$ cat config.mk
export PLATFORM = sky130hd
export DESIGN_NAME = serial_compare4
export DESIGN_NICKNAME = d
export VERILOG_FILES = /design/src/rtl/serial_compare4.sv
export SDC_FILE = /design/constraint.sdc
export NUM_CORES = 1
export LEC_CHECK = 0
export CAP_MARGIN = 40
export CORE_UTILIZATION = 43
export DETAILED_ROUTE_END_ITERATION = 8
export GPL_TIMING_DRIVEN = 0
export PLACE_DENSITY = 0.72
export SYNTH_ARGS = -nofsm -noshare
export SYNTH_HDL_FRONTEND = slang
export SYNTH_SLANG_ARGS = --single-unit
export TNS_END_PERCENT = 30
$ cat constraint.sdc
create_clock -name clk -period 1.35 [get_ports clk]
set_input_delay 0.3375 -clock clk [delete_from_list [all_inputs] [get_ports clk]]
set_output_delay 0.3375 -clock clk [all_outputs]
set_load 0.01 [all_outputs]
$ cat src/rtl/serial_compare4.sv
// Bit-serial magnitude comparator, operands MSB first.
// The first differing bit decides; if none differs, the cascade input decides.
module serial_compare4 #(
  parameter int WIDTH = 4,
  parameter int CNT_W = 3
) (
  input  logic       clk,
  input  logic       rst_n,
  input  logic       start,
  input  logic [2:0] comp_in,
  input  logic       bit_valid,
  input  logic       a_bit,
  input  logic       b_bit,
  output logic [2:0] o,
  output logic       done,
  output logic       busy
);

  typedef enum logic [1:0] {
    IDLE,
    SHIFT,
    DONE
  } state_t;

  localparam logic [CNT_W-1:0] LAST = CNT_W'(WIDTH - 1);

  state_t           state, state_n;
  logic [CNT_W-1:0] cnt, cnt_n;
  logic             gt, gt_n;
  logic             lt, lt_n;
  logic [2:0]       cin_r, cin_n;
  logic [2:0]       o_n;

  always_ff @(posedge clk) begin
    if (!rst_n) begin
      state <= IDLE;
      cnt   <= '0;
      gt    <= 1'b0;
      lt    <= 1'b0;
      cin_r <= 3'b010;
      o     <= 3'b000;
    end else begin
      state <= state_n;
      cnt   <= cnt_n;
      gt    <= gt_n;
      lt    <= lt_n;
      cin_r <= cin_n;
      o     <= o_n;
    end
  end

  always_comb begin
    state_n = state;
    cnt_n   = cnt;
    gt_n    = gt;
    lt_n    = lt;
    cin_n   = cin_r;
    o_n     = o;
    unique case (state)
      IDLE: begin
        if (start) begin
          cin_n   = $onehot(comp_in) ? comp_in : 3'b010;
          cnt_n   = '0;
          gt_n    = 1'b0;
          lt_n    = 1'b0;
          state_n = SHIFT;
        end
      end
      SHIFT: begin
        if (bit_valid) begin
          cnt_n = cnt + 1'b1;
          // Only the most significant differing bit matters.
          if (!gt && !lt && (a_bit != b_bit)) begin
            gt_n = a_bit;
            lt_n = b_bit;
          end
          if (cnt == LAST) begin
            state_n = DONE;
            if (gt_n)      o_n = 3'b100;
            else if (lt_n) o_n = 3'b001;
            else           o_n = cin_r;
          end
        end
      end
      DONE: begin
        state_n = IDLE;
      end
      default: begin
        state_n = IDLE;
      end
    endcase
  end

  assign done = (state == DONE);
  assign busy = (state != IDLE);

endmodule

Word-level counts from Yosys, hierarchy flattened
Cells that the tools add are included.
W data, S select, Z words.
{"block": "word_totals", "register_bits": 13, "out_inout_bits": 5, "word_cells": 49}
{"block": "classes", "addsub": 3, "n_eq_ne": 8, "muxes": 21, "reduce_logical": 11}
{"operator": "$mux W3", "count": 5}
{"operator": "$mux W1", "count": 9}
{"operator": "$reduce_and A3 Y1", "count": 3}
{"operator": "$mux W2", "count": 3}
{"operator": "$ne A2 B2 Y1 const B", "count": 3}
{"operator": "$pmux W3 S2", "count": 1}
{"operator": "$eq A2 B1 Y1 const B", "count": 2}
{"operator": "$pmux W1 S2", "count": 2}
{"operator": "$pmux W2 S2", "count": 1}
{"operator": "$reduce_bool A2 Y1", "count": 2}
{"operator": "$add A3 B1 Y3 const B", "count": 1}
{"operator": "$eq A3 B2 Y1 const B", "count": 1}
{"operator": "$add A1 B1 Y2", "count": 1}
{"operator": "$add A2 B1 Y2", "count": 1}
{"operator": "$eq A2 B2 Y1 const B", "count": 1}
{"operator": "$logic_and A1 B1 Y1", "count": 2}
{"operator": "$logic_not A1 Y1", "count": 2}
{"operator": "$logic_not A2 Y1", "count": 1}
{"operator": "$reduce_and A2 Y1", "count": 1}
{"operator": "$ne A1 B1 Y1", "count": 1}

Depth between registers and ports, before layout
Gate-level depths: netlist of run 1.
{"block": "depth", "word_depth": 8, "mapped_depth": 5, "ltp_nobuf": 5}

Worst setup path after synthesis of run 1
Ideal clock, no wire load.
{"block": "synth_path", "path_kind": "in2reg", "from": "input port comp_in[0]", "to": "register cin_r[1]", "setup_time_ns": 0.125, "arrival_ns": 1.203, "required_time_ns": 1.225, "path_slack_ns": 0.022, "cell_stages": 5, "path_buffers": 0, "path_cell_list": "inv_1 > fa_1 > nor2b_1 > and3_1 > o21ai_0"}
{"block": "synth_between", "elab_chain_cells": 4}
{"element": "start: declaration", "line_no": "10", "rtl": "input logic [2:0] comp_in,"}
{"element": "$add A1 B1 Y2 (not written as such)", "line_no": "62", "rtl": "cin_n = $onehot(comp_in) ? comp_in : 3'b010;"}
{"element": "$add A2 B1 Y2 (not written as such)", "line_no": "62"}
{"element": "$eq A2 B1 Y1", "line_no": "62"}
{"element": "$mux W3", "line_no": "62"}
{"element": "end signal: assignment", "line_no": "47", "rtl": "cin_r <= cin_n;"}
{"element": "end: declaration", "line_no": "31", "rtl": "logic [2:0] cin_r, cin_n;"}
No other way between the ends.
A chain may end at the register's enable or synchronous reset.

Final worst setup path of run 1
{"block": "layout_path", "from": "input port start", "to": "register cnt[0]"}
{"block": "layout_between", "elab_chain_cells": 2}
{"element": "start: declaration", "line_no": "9", "rtl": "input logic start,"}
{"element": "$ne A2 B2 Y1 (no line)"}
{"element": "$reduce_and A3 Y1 (no line)"}
{"element": "end signal: assignment", "line_no": "44", "rtl": "cnt <= cnt_n;"}
{"element": "end: declaration", "line_no": "28", "rtl": "logic [CNT_W-1:0] cnt, cnt_n;"}
No other way between the ends.

==> results of run 1 <==
registers in the layout, summed over array words and instances, names as in the netlist:
| register | cells |
|---|---|
| o | 3 |
| cnt | 3 |
| state | 2 |
| lt | 1 |
| cin_r | 3 |
| gt | 1 |
path summary, 6_finish.rpt:
check / from / endpoint / cells after the start
max: start / cnt[0]$_SDFFE_PN0P_ / 5
min: rst_n / cin_r[1]$_SDFFE_PN1P_ / 2
max reg2reg: cnt[1]$_SDFFE_PN0P_ / o[0]$_SDFFE_PN0P_ / 5
min reg2reg: state[1]$_SDFFE_PN0P_ / state[0]$_SDFFE_PN0P_ / 1
cell usage after synthesis, types with 2 or more instances:
cell type  instances
nand2b_1           2
ha_1               2
nand3_1            3
buf_2              2
a21oi_1            5
o21ai_0            3
nor2_1             4
inv_1              5
nand4_1            2
nand2_1            9
dfxtp_1           13
nor3b_1            2
cell families (layout without fill, tap and decap cells):
kind of cell	Yosys count	in the layout	share of synthesized area, %
AOI/OAI and AO/OA	15	15	16.0
adders and majority gates	3	3	6.92
xor gates and xnor gates	1	1	1.35
and+or+nand+nor	33	33	30.8
DFF	13	13	40.0
buffers and inverters	8	30	5.00
area by class of cell:
class | count | area (sq um) | share of cell area (%)
buffer | 2 | 10.0 | 1.10
sequential | 13 | 270 | 29.8
clock buffer | 4 | 26.3 | 2.89
timing repair buffer | 18 | 154 | 16.9
tap | 15 | 18.8 | 2.07
multi-input combinational | 52 | 407 | 44.8
inverter | 6 | 22.5 | 2.48
repair_timing:
action	CTS	global route
resized for setup	25	10
setup endpoints to repair	11	9
pin swaps	3	5
buffers inserted	2	4
hold endpoints to repair	0	0
worst max-delay path: stages:
cell and delay (ps):
clkdlybuf4s50_1 480, or3b_1 340, buf_2 170, nand4_1 90, o31ai_1 70
routing by layer:
layer / routed length [microns] / vias up
li1: - / 305
met1: 655 / 272
met2: 645 / 13
met3: 58 / 2
met4: 6 / 0
met5: 0 / -
power by group through the flow:
stage / combinational [W] / sequential [W] / clock [W]
floorplan: 0.0000551 / 0.000408 / 0
global placement: 0.0000937 / 0.000410 / 0
detailed placement: 0.0000957 / 0.000410 / 0
CTS: 0.000105 / 0.000395 / 0.000244
global route: 0.000124 / 0.000397 / 0.000258
finish: 0.000113 / 0.000396 / 0.000238
through the flow:
step / hold slack (ps) / setup TNS [ps] / cells / instance area (sq um) / power (W)
floorplan: 432 / 0 / 73 / 651 / 0.000463
global placement: 449 / -3860 / 100 / 790 / 0.000503
finish: 364 / 0 / 110 / 908 / 0.000747
global route: 361 / -152 / 110 / 908 / 0.000779
detailed placement: 451 / -4070 / 100 / 790 / 0.000506
CTS: 344 / -9.04 / 106 / 836 / 0.000744
==> out/results.tsv, run 1 <==
stage	metric	value	unit
outcome	outcome	completed	
cts	CTS Buffer Depth	2	
global_route	met2 Use GR	26.2	%
global_route	pin count of the biggest net entering global routing	10	
timing	Tmin final	1340	ps
logic_synthesis	Post-Syn Area	651	sq um
final_layout	layout cell share with drive strength beyond 1	33.7	%
power	Peak VDD IR	0.596	mV
logic_synthesis	number of synthesized register bits	13	
detailed_routing	via count	592	
flow_run	Max Cap Viol	0	
timing	period utilization	99.0	%
logic_synthesis	post-synthesis net count	85	
critical_path	CP required	1500	ps
cts	CTS tree	built	
timing	Final Skew	3.20	ps
timing	Fmax	748	MHz
die	Ports	14	
logic_synthesis	Synth cell types	33	
die	Initial Utilization	48.2	%
timing	Final Hold Viols	0	
power	Comb pwr share	15.1	%
cts	CTS sink cnt	13	
global_route	initial antenna violation count	0	
logic_synthesis	ys flop type	dfxtp_1	
global_route	GRT met1 Usage	22.3	%
placed_design	post-detail-place hpwl	948	microns
power	NetSw	0.000188	W
critical_path	critical path endpoint category	flip-flop	
timing	RSZ-0062 raised after global routing	true	
power	Pint	0.000559	W
final_layout	Final #Nets	108	
power	Leak	0.371	nW
critical_path	R2R Setup Slk	20	ps
critical_path	Crit Path Category	primary input to flip-flop	
global_route	grt met3 use	3.26	%
critical_path	CP startpoint kind	primary input	
timing	final worst setup slack	13.1	ps
detailed_routing	drt total wl	1.37	mm
logic_synthesis	Synth top area share	40.0	%
power	P per Cell Area	822	nW/um^2
cts	Post-CTS Hold Buffers	0	
placed_design	# port buffers	12	
logic_synthesis	synth top area cells	dfxtp_1 (40%), nand2_1 (5.2%), a21oi_1 (3.8%)	
logic_synthesis	syn avg cell area	8.91	sq um
logic_synthesis	yosys warns	0	
detailed_routing	detailed-router iteration count before antenna repair	4	
die	Cell Rows	13	
final_layout	fin util	67.3	%
timing	Slew HR	79.8	%
logic_synthesis	Async S/R FF share, synth	0	%
cts	Worst-path clk slew	80	ps
logic_synthesis	leading area contributor after synthesis	dfxtp_1	
hold_path	HP Class	primary input to flip-flop	
critical_path	crit path DAT	1490	ps
logic_synthesis	cells after synthesis	73	
cts	CTS root buffer	clkbuf_4	
detailed_routing	DRT iter0 DRCs	11	
power	Net Sw Frac	25.2	%
power	share of total power in the clock network	31.9	%
detailed_routing	post-route ant nets	0	
logic_synthesis	Post-synth EDFFs	0	
timing	Slew Viols, Final	0	
die	Core Box Area	1350	sq um
global_route	first-pass GRT wire length	1.81	mm
cts	CTS buffer count	3	
detailed_routing	WL/cell	12.4	microns
global_route	vias in the first global route	436	
placed_design	pre-CTS setup slack	-548	ps
global_route	GR Overflow Total	0	
final_layout	most frequent cells in the layout	nand2_1 (9), dfxtp_1 (9), dlygate4sd2_1 (6), buf_4 (6)	
detailed_routing	number of remaining DRC errors	0	
final_layout	diode count	0	
die	die height	40.9	microns
die	overall die width	40.9	microns
critical_path	Worst Path Max Fanout	6	
timing	slew of the pin with the lowest slew margin	301	ps
final_layout	Layout area overhead	39.6	%
cts	Worst-Skew Late Latency	270	ps
placed_design	Routability Congestion	0.732	
power	sequential share of power	53.0	%
global_route	Tot GR Track Use	16.8	%
global_route	Most Used Layer, Global Route	met2	
final_layout	Fillers	115	
cts	Max H-tree Level	1	
detailed_routing	Vias/cell	5.38	
timing	final setup violation count	0	
logic_synthesis	register area share after synthesis	40.0	%
die	total die area	1670	sq um
(Power assumes the default switching activity.)
==> inputs of run 2 (changes only) <==
==> constraint.sdc (replaced) <==
create_clock -name clk -period 1.35 [get_ports clk]
set_input_delay 0.405 -clock clk [delete_from_list [all_inputs] [get_ports clk]]
set_output_delay 0.405 -clock clk [all_outputs]
set_load 0.01 [all_outputs]
==> run 2 against run 1 <==
The run now ends with setup timing left; register-to-register slack barely moved; combinational power barely moved; maximum frequency fell by 3.5%; clock-buffer cell count did not move; highest routed layer unchanged.
==> out/results.tsv, run 2 (synthesis gave the netlist of run 1 again) <==
stage	metric	value	unit	change
detailed_routing	detailed-router iteration count before antenna repair	4		unchanged
final_layout	final instance area	887	sq um	-2.3%
die	Initial Utilization	48.2	%	unchanged
global_route	met2 Use GR	31.3	%	+5.1 points
global_route	GRT met1 Usage	22.7	%	+0.41 points
cts	CTS buffer count	3		unchanged
flow_run	Max Cap Viol	0		unchanged
detailed_routing	drt total wl	1.36	mm	-0.22%
final_layout	Layout area overhead	36.3	%	
global_route	Tot GR Track Use	18.8	%	+1.9 points
critical_path	worst setup path endpoint	busy		
global_route	grt met3 use	4.89	%	+1.6 points
power	P per Cell Area	852	nW/um^2	+3.7%
detailed_routing	WL/cell	12.6	microns	+1.6%
placed_design	# port buffers	12		unchanged
final_layout	biggest regs	cin_r (3), cnt (3), o (3)		
critical_path	critical path endpoint category	primary output		
cts	CTS sink cnt	13		unchanged
die	overall die width	40.9	microns	unchanged
cts	Max H-tree Level	1		unchanged
cts	Worst-path clk slew	80	ps	about the same
detailed_routing	via count	577		-2.5%
timing	Slew Viols, Final	0		unchanged
timing	Final Hold Viols	0		unchanged
critical_path	r2r startpoint	cnt[0]$_SDFFE_PN0P_		
critical_path	worst r2r dst	o[0]$_SDFFE_PN0P_		
timing	Min Hold Slack	401	ps	+37.1 ps
final_layout	most frequent cells in the layout	dfxtp_1 (9), nand2_1 (8), dlygate4sd2_1 (6), a21oi_1 (5)		
die	die height	40.9	microns	unchanged
detailed_routing	number of remaining DRC errors	0		unchanged
final_layout	diode count	0		unchanged
global_route	GR Overflow Total	0		unchanged
critical_path	Worst Path Max Fanout	3		-3
global_route	initial antenna violation count	0		unchanged
placed_design	post-detail-place hpwl	949	microns	about the same
cts	CTS root buffer	clkbuf_4		
placed_design	Routability Congestion	0.731		-0.18%
detailed_routing	DRT iter0 DRCs	8		-3
cts	CTS Buffer Depth	2		unchanged
timing	slew of the pin with the lowest slew margin	286	ps	-15.1 ps
timing	RSZ-0062 raised after global routing	true		
critical_path	CP required	950	ps	-550 ps
final_layout	Final #Nets	106		-1.9%
critical_path	Crit Path Category	flip-flop to primary output		
timing	Tmin final	1390	ps	+49.2 ps
final_layout	layout cell share with drive strength beyond 1	33.3	%	-0.35 points
die	total die area	1670	sq um	unchanged
critical_path	worst reg2reg path depth	5		unchanged
critical_path	crit path DAT	980	ps	-510 ps
detailed_routing	Vias/cell	5.34		-0.73%
critical_path	R2R Setup Slk	10	ps	about the same
cts	CTS tree	built		
timing	final setup violation count	2		+2
placed_design	pre-CTS setup slack	-724	ps	-176 ps
placed_design	placed inst area	797	sq um	+0.95%
hold_path	HP Class	primary input to flip-flop		
timing	Final Skew	1.91	ps	-1.29 ps
global_route	Most Used Layer, Global Route	met2		
outcome	failing checks	setup timing		
placed_design	Placed Cells incl. Taps	100		unchanged
global_route	vias in the first global route	491		+13%
timing	Fmax	721	MHz	-3.5%
final_layout	commonest non-fill, non-tap cell in the layout	dfxtp_1		
outcome	outcome	finished with violations		
detailed_routing	post-route ant nets	0		unchanged
cts	Worst-Skew Late Latency	270	ps	about the same
final_layout	Fillers	114		-0.87%
power	Peak VDD IR	0.493	mV	-17%
global_route	pin count of the biggest net entering global routing	10		unchanged
die	Cell Rows	13		unchanged
critical_path	CP startpoint kind	flip-flop		
power	Leak	0.371	nW	about the same
timing	period utilization	103	%	+3.6 points
critical_path	CP Launch Point	state[0]$_SDFFE_PN0P_		
final_layout	Layout Cells excl Fill	108		-1.8%
die	Ports	14		unchanged
die	Core Box Area	1350	sq um	unchanged
timing	final worst setup slack	-36.0	ps	-49.2 ps
timing	Slew HR	80.9	%	+1.0 points
global_route	first-pass GRT wire length	2.00	mm	+11%
[run 2: report_power, final]
group	leakage [nW]	switching (W)	internal [W]
Sequential	0.108	0.00000600	0.000389
Clock	0.0150	0.000132	0.000114
Combinational	0.249	0.0000593	0.0000554
Total	0.371	0.000197	0.000559
[run 2: per-layer routing]
layer | share of wire, % | wire [microns]
met1 | 46 | 631
met4 | 0.37 | 5
met3 | 3.2 | 44
met2 | 50 | 683
met5 | 0 | 0
[run 2: cell type report]
class | count | area, sq um | share of cell area [%]
Multi-Input combinational cell | 52 | 385 | 43.4
Timing Repair Buffer | 16 | 140 | 15.8
Tap cell | 15 | 18.8 | 2.12
Sequential cell | 13 | 270 | 30.5
Clock buffer | 4 | 26.3 | 2.96
Inverter | 6 | 30.0 | 3.39
Buffer | 2 | 16.3 | 1.83
[run 2: how the worst min path moves through the flow]
stage / from / to / slack (ps) / cells after the start
2_1_floorplan: cin_r[0]$_SDFFE_PN0P_ / cin_r[0]$_SDFFE_PN0P_ / 430 / 2
3_3_place_gp: cin_r[2]$_SDFFE_PN0P_ / cin_r[2]$_SDFFE_PN0P_ / 450 / 2
3_5_place_dp: cin_r[2]$_SDFFE_PN0P_ / cin_r[2]$_SDFFE_PN0P_ / 460 / 2
4_1_cts: rst_n / cin_r[1]$_SDFFE_PN1P_ / 390 / 2
5_1_grt: rst_n / cin_r[1]$_SDFFE_PN1P_ / 390 / 2
6_report: rst_n / cin_r[1]$_SDFFE_PN1P_ / 400 / 2
[run 2: repair_timing]
action / in CTS / in global routing
gates resized for setup: 33 / 4
pin swaps: 5 / 4
hold buffers: 0 / 0
hold endpoints to repair: 0 / 0
setup endpoints to repair: 15 / 8
setup buffers: 3 / 1
[run 2: critical path: stages, from the launching register on]
cell and delay, ps:
dfxtp_4 350, or2_4 240, buf_6 120
[run 2: metrics by stage]
| stage | util [%] | setup TNS (ps) | total power [W] |
|---|---|---|---|
| CTS | 64.2 | -103 | 0.000760 |
| detailed placement | 59.0 | -5210 | 0.000509 |
| global placement | 59.0 | -5030 | 0.000507 |
| finish | 65.7 | -44.3 | 0.000756 |
| global route | 65.7 | -287 | 0.000798 |
| floorplan | - | -18.0 | 0.000465 |
==> inputs of run 3 (changes only) <==
--- a/config.mk
+++ b/config.mk
@@ -6,10 +6,13 @@
 export NUM_CORES = 1
 export LEC_CHECK = 0
 export CAP_MARGIN = 40
+export CORE_MARGIN = 4
 export CORE_UTILIZATION = 43
 export DETAILED_ROUTE_END_ITERATION = 8
 export GPL_TIMING_DRIVEN = 0
+export MAX_ROUTING_LAYER = met4
 export PLACE_DENSITY = 0.72
+export SKIP_CTS_REPAIR_TIMING = 1
 export SYNTH_ARGS = -nofsm -noshare
 export SYNTH_HDL_FRONTEND = slang
 export SYNTH_SLANG_ARGS = --single-unit
==> run 3 against run 2 <==
The run still ends with setup timing left; clock power is 4% lower; worst hold slack better by 25 ps; combinational power hardly changed; setup slack worse by 6.2 ps; sequential power hardly changed; final cell count is 0.93% lower; critical endpoint unchanged; largest cell class unchanged; largest power group unchanged; highest routed layer unchanged.
==> out/results.tsv, run 3 (synthesis gave the netlist of run 1 again) <==
stage	metric	value	unit	change
cts	Worst-path clk slew	80	ps	about the same
timing	slew of the pin with the lowest slew margin	332	ps	+46.2 ps
critical_path	CP startpoint kind	flip-flop		
cts	CTS buffer count	3		unchanged
critical_path	delay-heaviest family, CP	flip-flops		
cts	CTS root buffer	clkbuf_4		
final_layout	Fillers	123		+7.9%
cts	CTS Buffer Depth	2		unchanged
die	Initial Utilization	47.6	%	-0.57 points
final_layout	FF+latch area	269	sq um	-0.46%
die	Cell Rows	13		unchanged
timing	Slew HR	77.8	%	-3.1 points
global_route	first-pass GRT wire length	2.21	mm	+11%
final_layout	Multi-input gate area	388	sq um	+0.65%
timing	period utilization	103	%	+0.46 points
detailed_routing	Vias/cell	5.32		-0.46%
global_route	Tot GR Track Use	15.0	%	-3.8 points
critical_path	critical path endpoint category	primary output		
die	Core Box Area	1370	sq um	+1.2%
outcome	outcome	finished with violations		
final_layout	Final #Nets	105		-0.94%
hold_path	HP Class	primary input to flip-flop		
final_layout	most frequent cells in the layout	dfxtp_1 (10), nand2_1 (8), dlymetal6s2s_1 (7), a21oi_1 (4), nor2_1 (4)		
timing	Final Hold Viols	0		unchanged
final_layout	Layout area overhead	38.3	%	
detailed_routing	via count	569		-1.4%
flow_run	Max Cap Viol	0		unchanged
cts	CTS tree	built		
placed_design	pre-CTS setup slack	-715	ps	+9.13 ps
global_route	vias in the first global route	509		+3.7%
placed_design	# port buffers	12		unchanged
placed_design	placed inst area	797	sq um	unchanged
outcome	failing checks	setup timing		
placed_design	Routability Congestion	0.774		+5.9%
final_layout	fin util	65.8	%	+0.13 points
cts	Worst-Skew Late Latency	270	ps	about the same
power	Leak	0.434	nW	+17%
timing	Final Skew	6.13	ps	+4.22 ps
cts	Max H-tree Level	1		unchanged
global_route	initial antenna violation count	0		unchanged
critical_path	crit path DAT	990	ps	about the same
power	Total Power	0.000752	W	-0.55%
final_layout	commonest non-fill, non-tap cell in the layout	dfxtp_1		
critical_path	Worst Path Max Fanout	6		+3
die	overall die width	46.9	microns	+15%
timing	Tmin final	1390	ps	+6.21 ps
die	Ports	14		unchanged
die	total die area	2200	sq um	+31%
timing	final worst setup slack	-42.2	ps	-6.21 ps
detailed_routing	number of remaining DRC errors	0		unchanged
timing	RSZ-0062 raised after global routing	true		
final_layout	layout cell share with drive strength beyond 1	32.6	%	-0.72 points
critical_path	Crit path largest cell delay	360	ps	about the same
global_route	pin count of the biggest net entering global routing	10		unchanged
critical_path	CP required	950	ps	about the same
final_layout	final instance area	900	sq um	+1.4%
final_layout	diode count	0		unchanged
timing	Slew Viols, Final	0		unchanged
detailed_routing	detailed-router iteration count before antenna repair	6		+2
timing	final setup violation count	3		+1
detailed_routing	WL/cell	12.8	microns	+1.6%
power	Peak VDD IR	0.508	mV	+3.0%
global_route	GR Overflow Total	0		unchanged
detailed_routing	drt total wl	1.37	mm	+0.66%
critical_path	Crit Path Category	flip-flop to primary output		
critical_path	WP buf/inv	1		unchanged
timing	Fmax	718	MHz	-0.45%
power	P per Cell Area	836	nW/um^2	-1.9%
critical_path	CP cell instances	or2_4 -> buf_6		
detailed_routing	DRT iter0 DRCs	12		+4
detailed_routing	post-route ant nets	0		unchanged
critical_path	Crit-path slowest cell	dfxtp_4		
final_layout	biggest regs	cin_r (3), cnt (3), o (3)		
cts	CTS sink cnt	13		unchanged
die	die height	46.9	microns	+15%
-- run 3: worst paths after layout --
check | start | end | slack, ps | cells past startpoint
worst max register to register | cnt[0]$_SDFFE_PN0P_ | o[0]$_SDFFE_PN0P_ | 20 | 5
worst min register to register | cnt[0]$_SDFFE_PN0P_ | cnt[0]$_SDFFE_PN0P_ | 450 | 1
worst max-delay path | state[1]$_SDFFE_PN0P_ | busy | -40 | 2
worst min-delay path | rst_n | cin_r[1]$_SDFFE_PN1P_ | 430 | 2
-- run 3: routing by layer --
metal  vias to the layer above  global-route usage, %  wire length, microns
met5                         -                      -                     0
met4                         0                   6.63                    13
met3                         2                   3.45                    62
met2                         9                   25.2                   664
met1                       259                   16.7                   632
li1                        299                      -                     -
-- run 3: layout make-up --
class | count | area share, %
buffer | 2 | 1.81
clock buffer | 4 | 2.92
inverter | 6 | 3.34
multi-input combinational | 52 | 43.1
sequential | 13 | 29.9
tap | 15 | 2.09
timing repair buffer | 15 | 16.8
-- run 3: stage by stage --
stage	setup TNS, ps	cells	hold slack [ps]
after global placement	-5000	100	449
after global routing	-236	107	417
after CTS	-3360	104	427
final	-65.9	107	425
after floorplan	-18.0	73	432
after detailed placement	-5270	100	454
-- run 3: report_power, final --
part           switching, W  internal (W)  leakage [nW]
clock              0.000123      0.000114        0.0150
combinational     0.0000586     0.0000595         0.312
sequential       0.00000740      0.000389         0.107
==> patch (config.mk and constraints of run 1) <==
Reset style: asynchronous (`rst_n`), changed in one clocked block.
--- a/src/rtl/serial_compare4.sv
+++ b/src/rtl/serial_compare4.sv
@@ -32,5 +32,5 @@
   logic [2:0]       o_n;
 
-  always_ff @(posedge clk) begin
+  always_ff @(posedge clk or negedge rst_n) begin
     if (!rst_n) begin
       state <= IDLE;
Check against the original RTL: differs if rst_n is asserted again (counterexample within 4 cycles, from zero or initial values and one cycle with rst_n low); with rst_n held inactive, the same outputs for 10 cycles.
==> patch against run 1 <==
- the flow now finishes with violations (negative setup slack)
- hold slack improved by 54 ps
- wire length fell by 14%
- sequential cell count did not move
- final area fell by 3.2%
- final cell count fell by 10%
- synthesized area rose by 5.2%
- worst setup slack got worse by 120 ps
- highest routed layer unchanged
Power is not compared: it rests on default switching activity, and its combinational part moved more than twofold at a synthesized area within 25%.
==> patch: results <==
[place]
gp_congestion = 0.742
place_hpwl_um = 893
portBuffers = 13
place_ws_ps = -472

[timing]
timing.final.ws_setup_ps = -108
slew_headroom = 0.624
fin_worst_skew_ps = 2.69
setup_viol = 2

[synthesis]
ys_async_sr_fraction = 1.00
synthTopCellsByCount = "dfrtp_1, inv_1, nand2_1"
seq_area_frac_synth = 0.477
synthTopCellsByArea = "dfrtp_1, a22o_1, dfstp_2, inv_1, nand2_1"
synth-main-ff-cell = "dfrtp_1"
ys_types = 31

[global_route]
grt_pass1_wl_um = 2120
use_met1 = 0.210
grt_max_degree = 14
grt_util_all_layers = 0.164
gr-usage-met3 = 0.0391
grt_pass1_vias = 488

[final_layout]
fillers = 131
regArea_sq_um = 327
clkCellAreaFrac = 0.0299
drive_gt1_frac = 0.181
multi_input_gates = 43
nNonClkBuffers = 16
multi_input_area_share = 0.374
n_all_inverters = 7
nets = 96

[setup_path]
crit_path_end = "busy"
worstPathMaxFanout = 3
crit_family = "flip-flops"
crit_path_start = "state[0]"
r2r-start = "cnt[0]"
rr_endpoint = "o[2]"
rrSetupSlack_ps = -60
crit_path_top_delay_cell = "dfrtp_1"
critPathArrivalTime_ps = 1120
critPathMaxStageDelay_ps = 390

[outcome]
violations = "negative setup slack"
outcome = "finished, violations left"

[routing]
routed_via_density = 5.20
route.met2.wl_um = 552
wl_per_cell_um = 11.8
top_layer = "met4"
wl_met3_um = 41
drt_iter0_drc = 0
drt-met1-wl_um = 553

[clock_network]
h-tree-depth = 1

[hold_path]
hold_class = "in2async"

[power]
ir_worst_vdd_uv = 766
power_uw = 1530
## patch: stage by stage
stage | area [sq um] | hold WS (ps) | util | instances | setup TNS, ps
6_report | 880 | 417 | 0.591 | 99 | -163
5_1_grt | 880 | 435 | 0.591 | 99 | -404
4_1_cts | 866 | 435 | 0.582 | 99 | -235
3_5_place_dp | 835 | 460 | 0.561 | 94 | -3340
3_3_place_gp | 835 | 457 | 0.561 | 94 | -3120
2_1_floorplan | 684 | 41.9 | - | 65 | 0
## patch: logic make-up (layout without fill, tap and decap cells)
| group | after synthesis | after routing | share of synthesized area |
|---|---|---|---|
| muxes | 1 | 1 | 0.0146 |
| AOI/OAI and AO/OA | 16 | 16 | 0.174 |
| adders and majority gates | 3 | 3 | 0.0658 |
| buffers and inverters | 9 | 27 | 0.0658 |
| and+or+nand+nor | 23 | 23 | 0.203 |
| DFF | 13 | 13 | 0.477 |
## patch: timing repair
action,CTS,global route
setup buffers,1,0
pin swaps,3,0
resized for setup,20,3
endpoints found under the setup margin,9,7
cloned,0,0
